[src/rtl/psevdo_ram_fifo_ctrl_if.sv]
// rtl/psevdo_ram_fifo_ctrl_if.sv - stream, RAM and status signal bundle for psevdo_ram_fifo_ctrl
interface psevdo_ram_fifo_ctrl_if #(
    parameter int DW = 9,
    parameter int AW = 8
) ();
    logic [DW-1:0]   IN_DATA;
    logic            IN_VALID;
    logic            IN_READY;
    logic [DW-1:0]   OUT_DATA;
    logic            OUT_VALID;
    logic            OUT_READY;
    logic [DW-1:0]   RAM_DIN;
    logic [AW-1:0]   RAM_WADDR;
    logic [AW-1:0]   RAM_RADDR;
    logic            RAM_WRB;
    logic            RAM_RDB;
    logic [2:0]      RAM_DC;
    logic [DW-1:0]   RAM_DO1;
    logic [DW-1:0]   RAM_DO2;
    logic [AW+2:0]   LEVEL;
    logic            FULL;
    logic            EMPTY;
    logic            AFULL;
    logic            AEMPTY;

    // Controller side: consumes the input stream and RAM read data, drives everything else
    modport master (
        input  IN_DATA, IN_VALID, OUT_READY, RAM_DO1, RAM_DO2,
        output IN_READY, OUT_DATA, OUT_VALID,
        output RAM_DIN, RAM_WADDR, RAM_RADDR, RAM_WRB, RAM_RDB, RAM_DC,
        output LEVEL, FULL, EMPTY, AFULL, AEMPTY
    );

    // Environment side: producer, consumer and RAM
    modport slave (
        output IN_DATA, IN_VALID, OUT_READY, RAM_DO1, RAM_DO2,
        input  IN_READY, OUT_DATA, OUT_VALID,
        input  RAM_DIN, RAM_WADDR, RAM_RADDR, RAM_WRB, RAM_RDB, RAM_DC,
        input  LEVEL, FULL, EMPTY, AFULL, AEMPTY
    );
endinterface

[src/rtl/psevdo_ram_fifo_ctrl.sv]
// rtl/psevdo_ram_fifo_ctrl.sv - FIFO controller over a 4-bank psevdo_ram_block with a 2-entry output buffer
module psevdo_ram_fifo_ctrl #(
    parameter int DW         = 9,
    parameter int AW         = 8,
    parameter int AFULL_LVL  = 1016,
    parameter int AEMPTY_LVL = 8
) (
    input  logic                    CLKS,
    input  logic                    RSTB,
    psevdo_ram_fifo_ctrl_if.master  bus
);
    localparam int PW = AW + 2;   // pointer width: 2 bank bits over the in-bank address
    localparam int LW = AW + 3;   // level width: must hold the full depth
    localparam logic [LW-1:0] DEPTH = LW'(1 << PW);

    logic [PW-1:0] wptr;
    logic [PW-1:0] rptr;
    logic [LW-1:0] level;
    logic          prio_wr;       // 0: read wins the next bank conflict
    logic          inflight;      // a read was issued last cycle; RAM data arrives now
    logic          rd_bank_hi;    // bank of that read was 2 or 3 -> data on DO2
    logic [DW-1:0] buf0;
    logic [DW-1:0] buf1;
    logic          buf_wr_idx;
    logic          buf_rd_idx;
    logic [1:0]    buf_cnt;

    logic          full;
    logic          empty;
    logic          out_valid;
    logic          pop;
    logic [2:0]    occ;
    logic          wr_req;
    logic          rd_req;
    logic [1:0]    w_bank;
    logic [1:0]    r_bank;
    logic          wr_gnt;
    logic          rd_gnt;
    logic          conflict;
    logic [DW-1:0] cap_data;

    assign full      = (level == DEPTH);
    assign empty     = (level == '0);
    assign out_valid = (buf_cnt != 2'd0);
    assign pop       = out_valid & bus.OUT_READY;

    // Buffered words plus the one in flight, after this cycle's pop, must leave room for another read
    assign occ    = {1'b0, buf_cnt} + {2'b00, inflight} - {2'b00, pop};
    assign wr_req = RSTB & bus.IN_VALID & ~full;
    assign rd_req = RSTB & ~empty & (occ < 3'd2);
    assign w_bank = wptr[PW-1:AW];
    assign r_bank = rptr[PW-1:AW];

    // Bank select is shared, so simultaneous requests to different banks take turns
    always_comb begin
        wr_gnt   = 1'b0;
        rd_gnt   = 1'b0;
        conflict = 1'b0;
        if (wr_req && rd_req) begin
            if (w_bank == r_bank) begin
                wr_gnt = 1'b1;
                rd_gnt = 1'b1;
            end else begin
                conflict = 1'b1;
                wr_gnt   = prio_wr;
                rd_gnt   = ~prio_wr;
            end
        end else begin
            wr_gnt = wr_req;
            rd_gnt = rd_req;
        end
    end

    assign bus.IN_READY  = wr_gnt;
    assign bus.RAM_WRB   = ~wr_gnt;
    assign bus.RAM_RDB   = ~rd_gnt;
    assign bus.RAM_DC    = {1'b0, (rd_gnt ? r_bank : w_bank)};
    assign bus.RAM_DIN   = bus.IN_DATA;
    assign bus.RAM_WADDR = wptr[AW-1:0];
    assign bus.RAM_RADDR = rptr[AW-1:0];
    assign bus.LEVEL     = level;
    assign bus.FULL      = full;
    assign bus.EMPTY     = empty;
    assign bus.AFULL     = (level >= LW'(AFULL_LVL));
    assign bus.AEMPTY    = (level <= LW'(AEMPTY_LVL));
    assign bus.OUT_VALID = out_valid;
    assign bus.OUT_DATA  = buf_rd_idx ? buf1 : buf0;

    // Pointers, stored-word count and conflict priority advance on grants
    always_ff @(posedge CLKS or negedge RSTB) begin
        if (!RSTB) begin
            wptr    <= '0;
            rptr    <= '0;
            level   <= '0;
            prio_wr <= 1'b0;
        end else begin
            if (wr_gnt) wptr <= wptr + 1'b1;
            if (rd_gnt) rptr <= rptr + 1'b1;
            if (wr_gnt && !rd_gnt)
                level <= level + 1'b1;
            else if (rd_gnt && !wr_gnt)
                level <= level - 1'b1;
            if (conflict) prio_wr <= ~prio_wr;
        end
    end

    // Remember that a read is in flight and which RAM output port it will appear on
    always_ff @(posedge CLKS or negedge RSTB) begin
        if (!RSTB) begin
            inflight   <= 1'b0;
            rd_bank_hi <= 1'b0;
        end else begin
            inflight <= rd_gnt;
            if (rd_gnt) rd_bank_hi <= r_bank[1];
        end
    end

    assign cap_data = rd_bank_hi ? bus.RAM_DO2 : bus.RAM_DO1;

    // Two-entry output buffer: capture the returning RAM word, pop on consumer handshake
    always_ff @(posedge CLKS or negedge RSTB) begin
        if (!RSTB) begin
            buf0       <= '0;
            buf1       <= '0;
            buf_wr_idx <= 1'b0;
            buf_rd_idx <= 1'b0;
            buf_cnt    <= 2'd0;
        end else begin
            if (inflight) begin
                if (buf_wr_idx) buf1 <= cap_data;
                else            buf0 <= cap_data;
                buf_wr_idx <= ~buf_wr_idx;
            end
            if (pop) buf_rd_idx <= ~buf_rd_idx;
            buf_cnt <= buf_cnt + {1'b0, inflight} - {1'b0, pop};
        end
    end
endmodule

[src/flat_wrapper.sv]
// flat-port wrapper written by rule: the top's interface ports become plain ports
module psevdo_ram_fifo_ctrl_flat 
#(
    parameter int DW         = 9,
    parameter int AW         = 8,
    parameter int AFULL_LVL  = 1016,
    parameter int AEMPTY_LVL = 8
)
  (CLKS, RSTB, bus_IN_DATA, bus_IN_VALID, bus_OUT_READY, bus_RAM_DO1, bus_RAM_DO2, bus_IN_READY, bus_OUT_DATA, bus_OUT_VALID, bus_RAM_DIN, bus_RAM_WADDR, bus_RAM_RADDR, bus_RAM_WRB, bus_RAM_RDB, bus_RAM_DC, bus_LEVEL, bus_FULL, bus_EMPTY, bus_AFULL, bus_AEMPTY);
  psevdo_ram_fifo_ctrl_if #(.DW(DW), .AW(AW)) bus_i ();
  input  logic CLKS;
  input  logic RSTB;
  input wire logic [$bits(bus_i.IN_DATA)-1:0] bus_IN_DATA;
  input wire logic [$bits(bus_i.IN_VALID)-1:0] bus_IN_VALID;
  input wire logic [$bits(bus_i.OUT_READY)-1:0] bus_OUT_READY;
  input wire logic [$bits(bus_i.RAM_DO1)-1:0] bus_RAM_DO1;
  input wire logic [$bits(bus_i.RAM_DO2)-1:0] bus_RAM_DO2;
  output wire logic [$bits(bus_i.IN_READY)-1:0] bus_IN_READY;
  output wire logic [$bits(bus_i.OUT_DATA)-1:0] bus_OUT_DATA;
  output wire logic [$bits(bus_i.OUT_VALID)-1:0] bus_OUT_VALID;
  output wire logic [$bits(bus_i.RAM_DIN)-1:0] bus_RAM_DIN;
  output wire logic [$bits(bus_i.RAM_WADDR)-1:0] bus_RAM_WADDR;
  output wire logic [$bits(bus_i.RAM_RADDR)-1:0] bus_RAM_RADDR;
  output wire logic [$bits(bus_i.RAM_WRB)-1:0] bus_RAM_WRB;
  output wire logic [$bits(bus_i.RAM_RDB)-1:0] bus_RAM_RDB;
  output wire logic [$bits(bus_i.RAM_DC)-1:0] bus_RAM_DC;
  output wire logic [$bits(bus_i.LEVEL)-1:0] bus_LEVEL;
  output wire logic [$bits(bus_i.FULL)-1:0] bus_FULL;
  output wire logic [$bits(bus_i.EMPTY)-1:0] bus_EMPTY;
  output wire logic [$bits(bus_i.AFULL)-1:0] bus_AFULL;
  output wire logic [$bits(bus_i.AEMPTY)-1:0] bus_AEMPTY;
  assign bus_i.IN_DATA = bus_IN_DATA;
  assign bus_i.IN_VALID = bus_IN_VALID;
  assign bus_i.OUT_READY = bus_OUT_READY;
  assign bus_i.RAM_DO1 = bus_RAM_DO1;
  assign bus_i.RAM_DO2 = bus_RAM_DO2;
  assign bus_IN_READY = bus_i.IN_READY;
  assign bus_OUT_DATA = bus_i.OUT_DATA;
  assign bus_OUT_VALID = bus_i.OUT_VALID;
  assign bus_RAM_DIN = bus_i.RAM_DIN;
  assign bus_RAM_WADDR = bus_i.RAM_WADDR;
  assign bus_RAM_RADDR = bus_i.RAM_RADDR;
  assign bus_RAM_WRB = bus_i.RAM_WRB;
  assign bus_RAM_RDB = bus_i.RAM_RDB;
  assign bus_RAM_DC = bus_i.RAM_DC;
  assign bus_LEVEL = bus_i.LEVEL;
  assign bus_FULL = bus_i.FULL;
  assign bus_EMPTY = bus_i.EMPTY;
  assign bus_AFULL = bus_i.AFULL;
  assign bus_AEMPTY = bus_i.AEMPTY;
  psevdo_ram_fifo_ctrl #(.DW(DW), .AW(AW), .AFULL_LVL(AFULL_LVL), .AEMPTY_LVL(AEMPTY_LVL)) u_core (.CLKS(CLKS), .RSTB(RSTB), .bus(bus_i));
endmodule
[config.mk]
export PLATFORM = sky130hd
export DESIGN_NAME = psevdo_ram_fifo_ctrl_flat
export DESIGN_NICKNAME = d
export VERILOG_FILES = /design/src/rtl/psevdo_ram_fifo_ctrl_if.sv /design/src/rtl/psevdo_ram_fifo_ctrl.sv /design/src/flat_wrapper.sv
export SDC_FILE = /design/constraint.sdc
export NUM_CORES = 1
export LEC_CHECK = 0
export CELL_PAD_IN_SITES_DETAIL_PLACEMENT = 1
export CELL_PAD_IN_SITES_GLOBAL_PLACEMENT = 1
export CORE_MARGIN = 2
export CORE_UTILIZATION = 40
export DETAILED_ROUTE_END_ITERATION = 10
export GPL_TIMING_DRIVEN = 1
export PLACE_DENSITY = 0.9
export REMOVE_ABC_BUFFERS = 1
export SETUP_SLACK_MARGIN = 0.3
export SLEW_MARGIN = 15
export SYNTH_ARGS = -nofsm -noshare
export SYNTH_HDL_FRONTEND = slang
export SYNTH_SLANG_ARGS = --single-unit
[constraint.sdc]
create_clock -name CLKS -period 10.4 [get_ports CLKS]
set_clock_uncertainty 0.2 [all_clocks]
set_input_delay 1.04 -clock CLKS [delete_from_list [all_inputs] [get_ports CLKS]]
set_output_delay 1.04 -clock CLKS [all_outputs]
set_load 0.005 [all_outputs]
==> results of run 1 <==
==> layout make-up <==
| type | count | area (µm²) |
|---|---|---|
| clock inverter | 3 | 23.8 |
| timing repair buffer | 68 | 673 |
| tap | 105 | 131 |
| fill | 915 | 4150 |
| sequential | 56 | 1400 |
| inverter | 11 | 43.8 |
| multi-input combinational | 225 | 1650 |
| clock buffer | 5 | 68.8 |
==> layout by cell type (no fill, tap or decap), types with 7 or more instances in the layout <==
cell / netlist / routed
nand3_1: 11 / 11
o21ai_0: 18 / 18
mux2i_1: 9 / 9
xnor2_1: 18 / 18
nand2_1: 29 / 29
mux2_2: 17 / 17
dfrtp_1: 56 / 56
clkdlybuf4s50_1: 0 / 66
a21oi_1: 15 / 15
ha_1: 14 / 14
nor2_1: 19 / 19
inv_1: 10 / 10
xor2_1: 14 / 14
nand4_1: 7 / 7
==> registers in the layout, summed over array words and instances (netlist names) <==
name	count
u_core.buf0	9
u_core.buf1	9
u_core.buf_cnt	2
u_core.buf_rd_idx	1
u_core.buf_wr_idx	1
u_core.bus.LEVEL	11
u_core.inflight	1
u_core.prio_wr	1
u_core.rd_bank_hi	1
u_core.rptr	10
u_core.wptr	10
==> layer usage <==
layer | global-route usage (%) | vias to the layer above | share of wire [%]
li1 | - | 1199 | -
met1 | 22.2 | 1231 | 43
met2 | 32.7 | 71 | 50
met3 | 4.11 | 8 | 5.2
met4 | 4.83 | 0 | 1.1
met5 | 0 | - | 0
==> worst max-delay path, stage by stage <==
cell and delay (ps):
clkdlybuf4s50_1 460, and2_1 160, ha_1 240, inv_1 60
ha_1 140, inv_1 50, fa_1 430, xnor2_1 210
nand3_1 170, a311oi_4 470, inv_4 150, ha_1 320
inv_1 310, ha_1 360, a2111oi_0 410, o21ai_0 200
a41oi_1 270, xnor2_1 90, o32ai_1 230
==> metrics by stage <==
stage               total power, mW  util, %
floorplan                     0.865        -
global placement               1.13     47.9
detailed placement             1.18     47.9
CTS                            1.31     49.0
global route                   1.40     49.0
finish                         1.29     49.0
==> kinds of logic after synthesis <==
kind of cell / count (synthesis)
XOR/XNOR: 32
adder cells (fa/ha/maj): 16
other: 1
multiplexers: 26
buffers and inverters: 46
AND/OR/NAND/NOR: 90
AO/OA/AOI/OAI: 60
flip-flops: 56
==> path summary, 6_finish.rpt <==
check	to	slack, ps	cells after the start
setup reg to reg	u_core.bus.LEVEL[10]	4990	19
hold / removal	u_core.buf0[5]	290	2
min in group asynchronous	u_core.buf0[6]	660	2
setup / recovery	u_core.bus.LEVEL[10]	4650	19
max in group asynchronous	u_core.wptr[4]	8850	2
hold reg to reg	u_core.buf0[5]	290	2
==> where the power goes <==
group          internal (mW)  switching [mW]  leakage [nW]  total (mW)
registers              0.311           0.123         0.672       0.435
clock network         0.0479          0.0740        0.0404       0.122
logic                  0.397           0.341         0.938       0.738
==> impl_metrics.yaml, run 1 <==
timing:
  fmax_ghz: 0.174
  whs_ps: 289
  slew_viol_final: 0
  max_slew_margin_pct: 50.5
  fin_crit_sh_pct: 55.3
  finalSetupTns_ps: 0
  tightestPinTransition_ps: 742
  period_minus_slack_ps: 5750
  setup_ws_ps: 4650
  grt_setup_unrepaired: "no"
  hold_violations: 0
  setup_viol: 0
synthesis:
  ys_ff_latch: 56
  yosys.area_share.adder_pct: 6.48
  synthTopCellsByCount: "dfrtp_1, nand2_1, buf_4"
  synth-simple-area-share_pct: 14.0
  synth.distinct_cells: 48
  synthCells: 327
  synthArstFlopShare_pct: 100
  synth-xor-area-share_pct: 8.44
  netlist_top_cells_area: "dfrtp_1, buf_4, mux2_2"
  syn_area_per_cell_um2: 10.2
  synthesis.area_um2: 3320
  synth.most_common_cell: "dfrtp_1"
  yosysTopAreaCell: "dfrtp_1"
  muxShareOfSynthArea_pct: 8.47
  synth_top_family_by_area: "simple AND/OR/NAND/NOR gates"
  yosys_warnings: 0
  synth-edff-count: 0
  synth_compound_area_share_pct: 12.0
  synth-seq-area-share_pct: 42.2
  synth_top_area_share_pct: 42.2
  ys.flop_type: "dfrtp_1"
clock_tree:
  clk_latency_ps: 310
  cts_resized: 0
  cts_made_buffers: 5
  htreeDepth: 2
  clk_path_buf_depth: 2
  cts_hold_buf: 0
  clockRootBuffer: "clkbuf_8"
  cts_tree: "done"
  cts_setup_buffers: 0
  cts_sinks: 56
  path_clk_slew_ps: 100
global_route:
  antenna_found_initial: 0
  grt_overflow: 0
  grt_pass1_wl_um: 12800
  grt.total_usage_pct: 18.3
  grt_pass1_vias: 2688
  grt_max_degree: 61
finish:
  nets: 414
  layout-area-overhead-vs-synth_pct: 20.1
  antenna_cells: 0
  fin_cells: 473
  design_area_um2: 3990
  layout-drive-gt1-share_pct: 10.1
route:
  dr_total_vias: 2509
  drt_iter0_markers: 114
  via_per_inst: 5.30
  drc: 0
  wl_per_cell_um: 16.8
  first_pass_iters: 4
  drt-total-wl_um: 7970
  postRouteAntennaNets: 0
worst_setup_path:
  path_class: "in -> reg"
  critPathCaptureType: "flop"
  crit_path_start_kind: "primary input"
  r2r_start: "u_core.buf_cnt[1]"
  timing.critical_path.from: "bus_OUT_READY"
  arrival_ps: 5760
  critPathRequiredTime_ps: 10420
  path_max_fanout: 10
worst_hold_path:
  holdCritPathClass: "reg -> reg"
  hp-start: "u_core.buf0[5]"
placement:
  io_buffers: 67
  place_ws_ps: 4260
  hpwl_um: 5830
  gp_congestion: 0.840
  dp_cells: 465
  placed_cell_area_um2: 3900
outcome:
  status: "complete, no violations"
floorplan:
  num_rows: 33
  die_w_um: 95.1
  initial_utilization_pct: 40.8
  die-area_um2: 9050
  core_area_um2: 8130
  die_h_um: 95.1
  io_pins: 87
flow_run:
  drv_cap: 0
power:
  ir_worst_vdd_mv: 0.165
  leakagePower_nw: 1.65
  power_density_nw_per_um2: 324
Note: power is estimated with default switching activity, not from simulation.
==> run 2: changes to the inputs <==
CORE_UTILIZATION = 34   (was 40)
PLACE_DENSITY = 0.82   (was 0.9)
clock period = 4.6 ns   (was 10.4 ns; I/O delays follow)
==> run 2 against run 1 <==
- non-clock buffer count grew 28
- largest power group unchanged
- worst hold slack lost 6.6 ps
- sequential power grew 130%
- register-to-register slack lost 4700 ps
- largest cell class unchanged
- final area grew 13%
- core utilization shrank 2.3 points
- via count grew 5.9%
- sequential share of layout area shrank 4.0 points
- routed wire length grew 13%
- clock power grew to 2.8 times the previous value
==> impl_metrics.yaml, run 2 (synthesis gave the netlist of run 1 again) <==
global_route:
  grt_overflow: 0
  grt_pass1_wl_um: 14000
  antenna_found_initial: 0
  grt.total_usage_pct: 16.9
  grt_max_degree: 55
  grt_pass1_vias: 2865
worst_setup_path:
  r2r_start: "u_core.buf_cnt[0]"
  reg2reg_to: "u_core.bus.LEVEL[10]"
  crit_path_start_kind: "flop"
  critPathCaptureType: "flop"
  path_max_fanout: 5
  arrival_ps: 4300
  reg2reg_depth: 19
  critPathRequiredTime_ps: 4620
  reg2reg_slack_ps: 310
  path_class: "reg -> reg"
timing:
  whs_ps: 283
  fmax_ghz: 0.233
  tightestPinTransition_ps: 720
  slew_viol_final: 0
  hold_violations: 0
  max_slew_margin_pct: 52.0
  grt_setup_unrepaired: "yes"
  fin_crit_sh_pct: 93.2
  setup_viol: 0
  period_minus_slack_ps: 4290
power:
  ir_worst_vdd_mv: 0.313
  power.total_mw: 3.54
  leakagePower_nw: 1.85
  power_density_nw_per_um2: 786
floorplan:
  die-area_um2: 10600
  core_area_um2: 9640
  io_pins: 87
  initial_utilization_pct: 34.5
  die_w_um: 103
  num_rows: 36
  die_h_um: 103
clock_tree:
  clk_path_buf_depth: 2
  cts_tree: "done"
  cts_made_buffers: 5
  clockRootBuffer: "clkbuf_8"
  path_clk_slew_ps: 100
  clk_latency_ps: 310
  cts_sinks: 56
  htreeDepth: 2
finish:
  largest_register_ffs: 11
  antenna_cells: 0
  final_cell_mix: "clkdlybuf4s50_1, dfrtp_1, nand2_1"
  nets: 442
  nFillCells: 1100
  mostFrequentLayoutCell: "clkdlybuf4s50_1"
  design_area_um2: 4500
  layout-drive-gt1-share_pct: 23.5
  layout-area-overhead-vs-synth_pct: 35.5
  post-route-util_pct: 46.7
placement:
  io_buffers: 67
  placed_cell_area_um2: 4080
  hpwl_um: 6270
  gp_congestion: 0.889
route:
  first_pass_iters: 4
  drc: 0
  postRouteAntennaNets: 0
  dr_total_vias: 2658
  drt_iter0_markers: 61
  wl_per_cell_um: 16.9
  drt-total-wl_um: 8970
  via_per_inst: 5.02
worst_hold_path:
  hold-path-endpoint: "u_core.buf_wr_idx"
  holdCritPathClass: "reg -> reg"
  hp-start: "u_core.buf_wr_idx"
  hold_path_depth: 1
outcome:
  status: "complete, no violations"
flow_run:
  drv_cap: 0
## run 2: cell count changes in the layout (fill, tap and decap cells not counted), sizes merged, moves of 2 or more
cell,before,now
buf,2,29
clkdlybuf4s50,66,63
clkinvlp,2,0
dlygate4sd2,0,2
## run 2: cell type report
| type | count | area, µm² | area share [%] |
|---|---|---|---|
| inverters | 11 | 51.3 | 1.14 |
| clock inverters | 2 | 38.8 | 0.862 |
| flip-flops and latches | 56 | 1400 | 31.1 |
| clock buffers | 6 | 82.6 | 1.83 |
| repair buffers | 96 | 901 | 20.0 |
| multi-input cells | 225 | 1860 | 41.3 |
| well taps | 133 | 166 | 3.70 |
## run 2: worst max-delay path by stage
stage | cells past startpoint | slack [ps] | to | startpoint
floorplan | 19 | -170 | u_core.bus.LEVEL[10] | u_core.buf_cnt[1]
global placement | 20 | -40 | u_core.bus.LEVEL[7] | bus_OUT_READY
detailed placement | 18 | -410 | u_core.bus.LEVEL[10] | bus_OUT_READY
CTS | 20 | 250 | u_core.bus.LEVEL[10] | u_core.buf_cnt[1]
global route | 19 | 160 | u_core.bus.LEVEL[10] | u_core.buf_cnt[0]
finish | 19 | 310 | u_core.bus.LEVEL[10] | u_core.buf_cnt[0]
## run 2: layer usage
metal / track usage, % / up-vias / share of wire (%)
met5: 0 / - / 0
met4: 4.25 / 0 / 1.3
met3: 3.46 / 10 / 5.0
met2: 30.3 / 76 / 51
met1: 20.7 / 1327 / 43
li1: - / 1245 / -
## run 2: per-stage QoR
step	TNS, ps	setup WS [ps]	instances
after floorplan	-293	-168	292
after global placement	-118	-41.5	513
after detailed placement	-1130	-405	513
after CTS	0	247	524
after global routing	0	163	529
final	0	311	529
## run 2: report_power, final
| group | internal [mW] | switching, mW |
|---|---|---|
| Combinational | 1.26 | 0.947 |
| Sequential | 0.703 | 0.286 |
| Clock | 0.178 | 0.166 |
## run 2: repair_timing
item	CTS	global route
pin swaps	11	17
hold endpoints to repair	2	0
setup buffers	2	5
hold buffers	1	0
resized for setup	33	16
endpoints found under the setup margin	10	8
## run 2: worst max-delay path, stage by stage, from the launching register on
cell	delay, ps
dfrtp_1	390
or2_4	250
and2_4	150
ha_4	210
inv_4	60
ha_4	130
inv_2	40
fa_2	350
xnor2_2	200
o2111ai_2	180
o311a_1	430
ha_4	200
inv_6	80
buf_6	100
ha_4	200
o21a_1	190
o21a_1	200
o22ai_2	210
mux2_4	320
o32ai_2	110
==> run 3: changes to the inputs <==
--- a/constraint.sdc
+++ b/constraint.sdc
@@ -4,2 +4,2 @@
 set_output_delay 0.46 -clock CLKS [all_outputs]
-set_load 0.005 [all_outputs]
+set_load 0.02 [all_outputs]
==> run 3 against run 2 <==
- sequential share of layout area about the same
- power rose by 7.4%
- largest power group unchanged
- clock power about the same
- critical path type unchanged
- count of clock-buffer cells in the layout did not move
- flip-flop and latch count did not move
- routed wire length up 0.83%
- worst hold slack lost 1.6 ps
==> impl_metrics.yaml, run 3 (synthesis gave the netlist of run 1 again) <==
worst_hold_path:
  holdCritPathClass: "reg -> reg"
route:
  dr_total_vias: 2697
  drc: 0
  drt-total-wl_um: 9040
  drt_iter0_markers: 57
  postRouteAntennaNets: 0
  via_per_inst: 5.09
  wl_per_cell_um: 17.1
  first_pass_iters: 4
floorplan:
  core_area_um2: 9640
  io_pins: 87
  die-area_um2: 10600
  die_h_um: 103
  die_w_um: 103
  initial_utilization_pct: 34.5
  num_rows: 36
timing:
  hold_violations: 0
  grt_setup_unrepaired: "yes"
  setup_viol: 0
  finalSetupTns_ps: 0
  tightestPinTransition_ps: 706
  max_slew_margin_pct: 52.9
  slew_viol_final: 0
  fmax_ghz: 0.229
  fin_crit_sh_pct: 95.1
  setup_ws_ps: 227
  period_minus_slack_ps: 4370
worst_setup_path:
  reg2reg_slack_ps: 230
  path_class: "reg -> reg"
  path_max_fanout: 5
  critPathRequiredTime_ps: 4610
  critPathCaptureType: "flop"
  crit_path_start_kind: "flop"
  arrival_ps: 4380
power:
  p_sw_mw: 1.63
  p_seq_share_pct: 26.0
  power_density_nw_per_um2: 843
  leakagePower_nw: 1.85
  switching_share_pct: 42.9
  power.total_mw: 3.80
  clkPwrFrac_pct: 9.1
  power.internal_mw: 2.17
  ir_worst_vdd_mv: 0.379
  comb_power_share_pct: 64.9
clock_tree:
  clockRootBuffer: "clkbuf_8"
  cts_sinks: 56
  clk_latency_ps: 320
  htreeDepth: 2
  cts_made_buffers: 5
  clk_path_buf_depth: 2
  cts_tree: "done"
  path_clk_slew_ps: 100
global_route:
  grt_overflow: 0
  antenna_found_initial: 0
  grt_pass1_vias: 2870
  grt.total_usage_pct: 16.8
  grt_max_degree: 55
  grt_pass1_wl_um: 14000
finish:
  fin_cells: 530
  final_cell_mix: "clkdlybuf4s50_1, dfrtp_1, nand2_1"
  layout-area-overhead-vs-synth_pct: 35.7
  regArea_um2: 1400
  nets: 443
  layout-drive-gt1-share_pct: 23.7
  antenna_cells: 0
  mostFrequentLayoutCell: "clkdlybuf4s50_1"
  largest_register_ffs: 11
  multi_input_area_um2: 1860
  nFillCells: 1112
flow_run:
  drv_cap: 0
placement:
  place_ws_ps: -405
  io_buffers: 67
  gp_congestion: 0.889
  dp_cells: 513
  hpwl_um: 6270
outcome:
  status: "complete, no violations"
[run 3: cell count changes in the layout (fill, tap and decap cells not counted), sizes merged]
cell,delta
buf,+1
dlymetal6s2s,-1
clkdlybuf4s15,+1
[run 3: path summary, 6_finish.rpt]
check / from / to / cells past startpoint
max: u_core.buf_cnt[1] / u_core.bus.LEVEL[10] / 19
min: u_core.buf_wr_idx / u_core.buf_wr_idx / 1
max reg2reg: u_core.buf_cnt[1] / u_core.bus.LEVEL[10] / 19
min reg2reg: u_core.buf_wr_idx / u_core.buf_wr_idx / 1
max in group asynchronous: RSTB / u_core.rptr[5] / 3
min in group asynchronous: RSTB / u_core.prio_wr / 2
[run 3: routing by layer]
metal  GRT usage [%]  share of wire [%]  vias up
met4            4.45                1.3        0
met1            20.4                 42     1350
met3            3.59                5.6       11
met5               0                  0        -
met2            30.2                 51       83
li1                -                  -     1253
[run 3: layout make-up]
type | instances | area share (%)
tap | 133 | 3.69
multi-input combinational | 225 | 41.4
clock inverter | 2 | 0.861
clock buffer | 6 | 1.83
inverter | 11 | 1.14
sequential | 56 | 31.1
timing repair buffer | 97 | 20.0
[run 3: critical path, stage by stage, from the launching register on]
cell and delay, ps:
dfrtp_1 400, or2_4 250, and2_4 150, ha_4 240, inv_4 60, ha_4 130
inv_2 40, fa_2 400, xnor2_2 200, o2111ai_2 190, o311a_1 450, ha_4 200
inv_6 80, buf_8 140, ha_4 220, a21o_1 160, o22a_2 220, a41oi_2 180
xnor2_1 100, o32ai_1 270
[run 3: power groups by stage]
stage	logic (mW)	clock network, mW	registers, mW
3_3_place_gp	1.98	0	0.965
3_5_place_dp	2.05	0	0.985
5_1_grt	2.67	0.376	1.03
2_1_floorplan	1.13	0	1.03
6_report	2.47	0.345	0.988
4_1_cts	2.28	0.355	0.987
[run 3: stage by stage]
stage / hold WS [ps] / cell area [µm²] / utilization (%)
2_1_floorplan: -35.6 / 3090 / -
3_3_place_gp: 86.6 / 4080 / 42.3
3_5_place_dp: 87.1 / 4080 / 42.3
4_1_cts: 291 / 4380 / 45.4
5_1_grt: 316 / 4510 / 46.8
6_report: 281 / 4510 / 46.8
[run 3: timing repair]
item / in CTS / in global routing
hold endpoints to repair: 2 / 0
buffers inserted: 1 / 7
hold buffers: 1 / 0
pin swaps: 11 / 14
setup endpoints to repair: 12 / 11
resized for setup: 34 / 16
